**src/rtl/morse_pkg.sv**
```systemverilog
// Shared symbol codes, sizing constants and FSM state type for the Morse character decoder.
package morse_pkg;

  localparam logic [1:0] SYM_DOT  = 2'b00;
  localparam logic [1:0] SYM_DASH = 2'b01;
  localparam logic [1:0] SYM_RSVD = 2'b10;
  localparam logic [1:0] SYM_PAD  = 2'b11;

  localparam int SEQ_W     = 10;
  localparam int NUM_SLOTS = 16;
  localparam int SYMS      = SEQ_W / 2;

  localparam logic [7:0] CHAR_UNKNOWN = 8'h3F;

  typedef enum logic [1:0] {
    IDLE = 2'd0,
    SCAN = 2'd1,
    EMIT = 2'd2,
    DONE = 2'd3
  } state_e;

  // Symbol pos 0 is the first (most significant) symbol of a sequence.
  function automatic logic [1:0] sym_at(input logic [SEQ_W-1:0] seq, input int pos);
    return seq[SEQ_W-1-2*pos -: 2];
  endfunction

endpackage

```
**src/rtl/morse_lut.sv**
```systemverilog
// Combinational Morse sequence to ASCII lookup with validity and pad-ordering checks.
// Digit patterns decode to '0'-'9' only when MORSE_DIGITS_EN is defined.
module morse_lut
  import morse_pkg::*;
(
  input  logic [SEQ_W-1:0] seq,
  output logic             valid,
  output logic [7:0]       ascii
);

  // D = dot, H = dash, P = pad
  localparam logic [1:0] D = SYM_DOT;
  localparam logic [1:0] H = SYM_DASH;
  localparam logic [1:0] P = SYM_PAD;

  logic       well_formed;
  logic       pad_seen;
  logic [7:0] lut_char;

  assign valid = (sym_at(seq, 0) != SYM_PAD);

  always_comb begin
    well_formed = 1'b1;
    pad_seen    = 1'b0;
    for (int i = 0; i < SYMS; i++) begin
      if (sym_at(seq, i) == SYM_RSVD) begin
        well_formed = 1'b0;
      end else if (sym_at(seq, i) == SYM_PAD) begin
        pad_seen = 1'b1;
      end else if (pad_seen) begin
        well_formed = 1'b0;
      end
    end
  end

  always_comb begin
    lut_char = CHAR_UNKNOWN;
    case (seq)
      {D, H, P, P, P}: lut_char = 8'h41;
      {H, D, D, D, P}: lut_char = 8'h42;
      {H, D, H, D, P}: lut_char = 8'h43;
      {H, D, D, P, P}: lut_char = 8'h44;
      {D, P, P, P, P}: lut_char = 8'h45;
      {D, D, H, D, P}: lut_char = 8'h46;
      {H, H, D, P, P}: lut_char = 8'h47;
      {D, D, D, D, P}: lut_char = 8'h48;
      {D, D, P, P, P}: lut_char = 8'h49;
      {D, H, H, H, P}: lut_char = 8'h4A;
      {H, D, H, P, P}: lut_char = 8'h4B;
      {D, H, D, D, P}: lut_char = 8'h4C;
      {H, H, P, P, P}: lut_char = 8'h4D;
      {H, D, P, P, P}: lut_char = 8'h4E;
      {H, H, H, P, P}: lut_char = 8'h4F;
      {D, H, H, D, P}: lut_char = 8'h50;
      {H, H, D, H, P}: lut_char = 8'h51;
      {D, H, D, P, P}: lut_char = 8'h52;
      {D, D, D, P, P}: lut_char = 8'h53;
      {H, P, P, P, P}: lut_char = 8'h54;
      {D, D, H, P, P}: lut_char = 8'h55;
      {D, D, D, H, P}: lut_char = 8'h56;
      {D, H, H, P, P}: lut_char = 8'h57;
      {H, D, D, H, P}: lut_char = 8'h58;
      {H, D, H, H, P}: lut_char = 8'h59;
      {H, H, D, D, P}: lut_char = 8'h5A;
`ifdef MORSE_DIGITS_EN
      {H, H, H, H, H}: lut_char = 8'h30;
      {D, H, H, H, H}: lut_char = 8'h31;
      {D, D, H, H, H}: lut_char = 8'h32;
      {D, D, D, H, H}: lut_char = 8'h33;
      {D, D, D, D, H}: lut_char = 8'h34;
      {D, D, D, D, D}: lut_char = 8'h35;
      {H, D, D, D, D}: lut_char = 8'h36;
      {H, H, D, D, D}: lut_char = 8'h37;
      {H, H, H, D, D}: lut_char = 8'h38;
      {H, H, H, H, D}: lut_char = 8'h39;
`endif
      default:         lut_char = CHAR_UNKNOWN;
    endcase
  end

  assign ascii = well_formed ? lut_char : CHAR_UNKNOWN;

endmodule

```
**src/rtl/morse_char_decoder.sv**
```systemverilog
// Walks a captured Morse storage snapshot oldest-first (top slot down to slot 0) and emits one
// ASCII character per valid slot over valid/ready. Digit decode is gated by MORSE_DIGITS_EN.
//
// state | meaning
// IDLE  | waiting for start; snapshot/idx/count loaded on start
// SCAN  | examine slot idx, skip empties
// EMIT  | char_valid high, wait for char_ready
// DONE  | one-cycle done pulse
module morse_char_decoder
  import morse_pkg::state_e, morse_pkg::IDLE, morse_pkg::SCAN, morse_pkg::EMIT, morse_pkg::DONE;
#(
  parameter int NUM_SLOTS = morse_pkg::NUM_SLOTS,
  parameter int SEQ_W     = morse_pkg::SEQ_W,
  parameter int CHAR_W    = 8
)(
  input  logic                       clk,
  input  logic                       reset_n,
  input  logic                       start,
  input  logic [NUM_SLOTS*SEQ_W-1:0] seq_in,
  output logic [CHAR_W-1:0]          char_out,
  output logic                       char_valid,
  input  logic                       char_ready,
  output logic                       busy,
  output logic                       done,
  output logic [4:0]                 count
);

  localparam int IDX_W = $clog2(NUM_SLOTS);

  state_e                     state;
  state_e                     state_nxt;
  logic [NUM_SLOTS*SEQ_W-1:0] snap;
  logic [IDX_W-1:0]           idx;
  logic [SEQ_W-1:0]           slot;
  logic                       slot_valid;
  logic [7:0]                 slot_char;

  assign slot = snap[int'(idx) * SEQ_W +: SEQ_W];

  morse_lut u_lut (
    .seq   (slot),
    .valid (slot_valid),
    .ascii (slot_char)
  );

  always_ff @(posedge clk or negedge reset_n) begin
    if (!reset_n) begin
      state <= IDLE;
    end else begin
      state <= state_nxt;
    end
  end

  always_comb begin
    state_nxt = state;
    case (state)
      IDLE: if (start) state_nxt = SCAN;
      SCAN: begin
        if (slot_valid)     state_nxt = EMIT;
        else if (idx == '0) state_nxt = DONE;
      end
      EMIT: if (char_ready) state_nxt = (idx == '0) ? DONE : SCAN;
      DONE: state_nxt = IDLE;
      default: state_nxt = IDLE;
    endcase
  end

  always_comb begin
    busy       = (state != IDLE);
    char_valid = (state == EMIT);
    done       = (state == DONE);
  end

  // Snapshot is frozen for the whole walk; char_out only changes in SCAN so it holds under backpressure.
  always_ff @(posedge clk or negedge reset_n) begin
    if (!reset_n) begin
      snap     <= '0;
      idx      <= '0;
      char_out <= '0;
      count    <= '0;
    end else begin
      case (state)
        IDLE: begin
          if (start) begin
            snap  <= seq_in;
            idx   <= IDX_W'(NUM_SLOTS - 1);
            count <= '0;
          end
        end
        SCAN: begin
          if (slot_valid)     char_out <= CHAR_W'(slot_char);
          else if (idx != '0) idx      <= idx - 1'b1;
        end
        EMIT: begin
          if (char_ready) begin
            count <= count + 5'd1;
            if (idx != '0) idx <= idx - 1'b1;
          end
        end
        default: ;
      endcase
    end
  end

endmodule

```
**config.mk**
```make
export PLATFORM = sky130hd
export DESIGN_NAME = morse_char_decoder
export DESIGN_NICKNAME = d
export VERILOG_FILES = /design/src/rtl/morse_pkg.sv /design/src/rtl/morse_lut.sv /design/src/rtl/morse_char_decoder.sv
export SDC_FILE = /design/constraint.sdc
export NUM_CORES = 1
export LEC_CHECK = 0
export ABC_AREA = 1
export CORE_UTILIZATION = 57
export DETAILED_ROUTE_END_ITERATION = 8
export HOLD_SLACK_MARGIN = 0.1
export PLACE_DENSITY = 0.87
export SLEW_MARGIN = 5
export SYNTH_ARGS = -nofsm -noshare
export SYNTH_HDL_FRONTEND = slang
export SYNTH_SLANG_ARGS = --single-unit
```
**constraint.sdc**
```tcl
create_clock -name clk -period 3.81 [get_ports clk]
set_input_delay 0.762 -clock clk [delete_from_list [all_inputs] [get_ports clk]]
set_output_delay 0.762 -clock clk [all_outputs]
set_load 0.005 [all_outputs]
```
==> summary.md <==
| Metric | Value |
|---|---|
| Status | finished, final reports clean |
| Element type at the critical path start | flop |
| GR Overflow Total | 0 |
| Setup crit end kind | flop |
| Initial drt markers | 889 |
| Wirelength per Cell | 15.3 µm |
| Critical Path RT | between 4 and 5 ns |
| Syn Area/Cell | about 7.6 µm² |
| Row cnt | 46 |
| Critical-path maximum fanout | 20 |
| Cell Area, Placed | ~11000 µm² |
| Max_slew headroom | 42.3% |
| CP arrival | 3.52 ns |
| Largest cells by area after synthesis | dfrtp_1 47%, nand2_1 11%, nor2_1 8.0% |
| Gr usage total | 30.7% |
| Final Cycle Share | 83.8% |
| Pin count of the biggest net entering global routing | 102 |
| Most common cell in the netlist | nand2_1 |
| DR WL met2 | 12400 µm |
| Top_reg_cell synth | dfrtp_1 |
| First-pass GRT wire length | 40100 µm |
| Max Cap Viol | 0 |
| Total CTS buffers | 17 |
| Async SR Flop Fraction | 100% |
| Via count | approximately 8.6k |
| Slew of the pin with the lowest slew margin | 0.863 ns |
| Post-Synthesis Cells | 1233 |
| DR vias/cell | 5.34 |
| Core box area | 16000 µm² |
| #FFs+latches synth | 178 |
| Post-CTS setup repair buffer count | 0 |
| Longest Clk Path Bufs | 2 |
| Number of buffers inserted by hold repair at cts | 0 |
| Total wire length | 24600 µm |
| Final setup violation count | 0 |
| Top Layer Used | met4 |
| Hold Crit Class | input port to async pin |
| H-tree levels | 4 |
| Area share of the leading cell type in the synthesized netlist | 47.5% |
| Die area | 17000 µm² |
| Vias in the first global route | 8431 |
| CTS clk-pin slew, worst paths | 0.06 ns |
| Synth Cell Area | 9390 µm² |
| Die Y | roughly 130 µm |
| Final Hold Fails | 0 |
| Min Tclk post-route | 3.19 ns |
| Routability cong. | 0.857 |
| Peak supply drop | 479 µV |
| Final #Nets | 1553 |
| EDFF count, synth | 0 |
| CTS tree | built |
| Worst skew pair latency | 0.44 ns |
| Clk_skew | 0.0109 ns |
| Commonest cells in the netlist | 263 x nand2_1, 199 x nor2_1, 178 x dfrtp_1, 153 x inv_1, 126 x a21oi_1 |
| Synthesized Nets | 1405 |
| Ports | 180 |
| # resized after CTS | 0 |
| Design Power | 9420 µW |
| Setup ws final | 0.617 ns |
| Clk root buf | clkbuf_16 |
| Fill cell count | 1212 |
| Wire length on met1 | 10400 µm |
| Share of cells above drive strength 1 | 8.41% |
| Area Growth Syn to Fin | 26.7% |
| Setup CP Type | flop to flop |
| Warnings, synthesis | 0 |
| Die W | ~130 µm |
| RSZ-0062 raised after global routing | false |
| Worst hold slack | 0.386 ns |
| Routed Antenna Nets | 0 |
| Pwr/cell area | roughly 790 nW/µm² |
| # diodes | 0 |
| Initial antenna violation count | 0 |
| Synth unique cells | 35 |
| Post-Layout Inst Area | about 12000 µm² |
| IO Port Bufs | about 180 |
| Initial core utilization | about three fifths |
| Sequential element share of the synthesized area | between 40% and 50% |
| Drt pass-1 iters | 6 |
| Post-place setup slack | approximately 0.70 ns |
| Static Leak | 0.00597 µW |
| Fin. max-slew vios | 0 |
| F_max | around 310 MHz |
| DRC viols | 0 |
| Detailed placement HPWL | 17300 µm |
| Routed wl met3 | 1230 µm |
| Cell accounting for the most synthesized area | dfrtp_1 |
| # clock sinks | 178 |
| Setup TNS | 0 ns |
[final timing paths]
check	depth (start not counted)	slack (ns)	start	endpoint
max in group asynchronous	2	2.57	reset_n	idx[0]$_DFFE_PN0P_
max reg2reg	18	0.62	idx[2]$_DFFE_PN0P_	char_out[0]$_DFFE_PN0P_
min	1	0.39	reset_n	snap[32]$_DFFE_PN0P_
min reg2reg	2	0.48	char_out[2]$_DFFE_PN0P_	char_out[2]$_DFFE_PN0P_
min in group clk	2	0.48	char_out[2]$_DFFE_PN0P_	char_out[2]$_DFFE_PN0P_
max	18	0.62	idx[2]$_DFFE_PN0P_	char_out[0]$_DFFE_PN0P_
[power by group]
part	leakage, µW	internal, µW	total (µW)	switching [µW]
combinational	0.00371	1660	4540	2880
clock	0.000282	1010	1740	729
sequential	0.00197	2780	3140	364
[cells by family (layout without fill, tap and decap cells)]
logic type | after synthesis | count (layout) | synth area share, %
mux | 39 | 39 | 4.68
fa+ha+maj | 8 | 8 | 1.07
xor+xnor | 2 | 2 | 0.187
other cells | 1 | 1 | 0.0400
flops | 178 | 178 | 47.5
compound gates | 164 | 164 | 9.10
simple gates | 613 | 613 | 27.2
buf+inv | 228 | 387 | 10.3
[cell usage in the layout, fill, tap and decap left out, types with 2 or more instances in the layout]
cell type,n
clkbuf_8,3
nand2_1,262
nand2_2,4
nor2_1,199
o211ai_1,9
buf_12,7
nor2_2,10
inv_1,153
clkinv_2,2
o21ai_0,14
nand3_2,2
nand2_4,2
or2_2,3
dfrtp_1,177
clkbuf_1,2
xor2_1,2
nor3_1,7
nor2_4,2
o21ai_1,11
clkdlybuf4s50_1,177
nand3b_1,2
clkinv_4,2
ha_1,8
mux2_2,39
inv_2,5
a21oi_1,126
clkinv_1,3
nand4_1,3
bufinv_16,2
nand3_1,115
buf_4,11
clkbuf_16,17
[metal layers]
layer  GRT usage, %  vias to the layer above
met5              0                        -
met4           10.4                        0
met3           4.26                       40
met2           52.5                      333
met1           40.3                     4063
li1               -                     4151
[final cells by class]
type                            instances  area [µm²]  share of cell area [%]
Clock inverter                          8         104                   0.873
Clock buffer                           22         474                    3.99
Tap cell                              216         270                    2.27
Inverter                              161         604                    5.08
Multi-Input combinational cell        827        3970                    33.4
Timing Repair Buffer                  196        2010                    16.9
Sequential cell                       178        4460                    37.5
[sequential cells by signal, indices dropped and copies added (netlist names)]
signal and cells:
snap 160, char_out 7, count 5, idx 4, state 2
[worst max-delay path: stages (launching register included)]
cell      delay [ns]
dfrtp_1         0.63
inv_1           0.38
nor2_1          0.57
nand2_1         0.14
nand2_1         0.09
clkinv_1        0.05
nand2_1         0.09
nand2_1         0.07
nor2_1          0.11
buf_4           0.25
nand3_1         0.16
nand2_1         0.11
nor2_1          0.05
nand2_1         0.09
nor2_2          0.05
nand2_4         0.07
nand2_1         0.05
nand2_1         0.06
nand2_1         0.05
[per-stage QoR]
step	cells	util, %
5_1_grt	1608	74.3
3_5_place_dp	1578	70.7
2_1_floorplan	1233	-
3_3_place_gp	1578	70.7
6_report	1608	74.3
4_1_cts	1608	74.3
(Power assumes the default switching activity.)
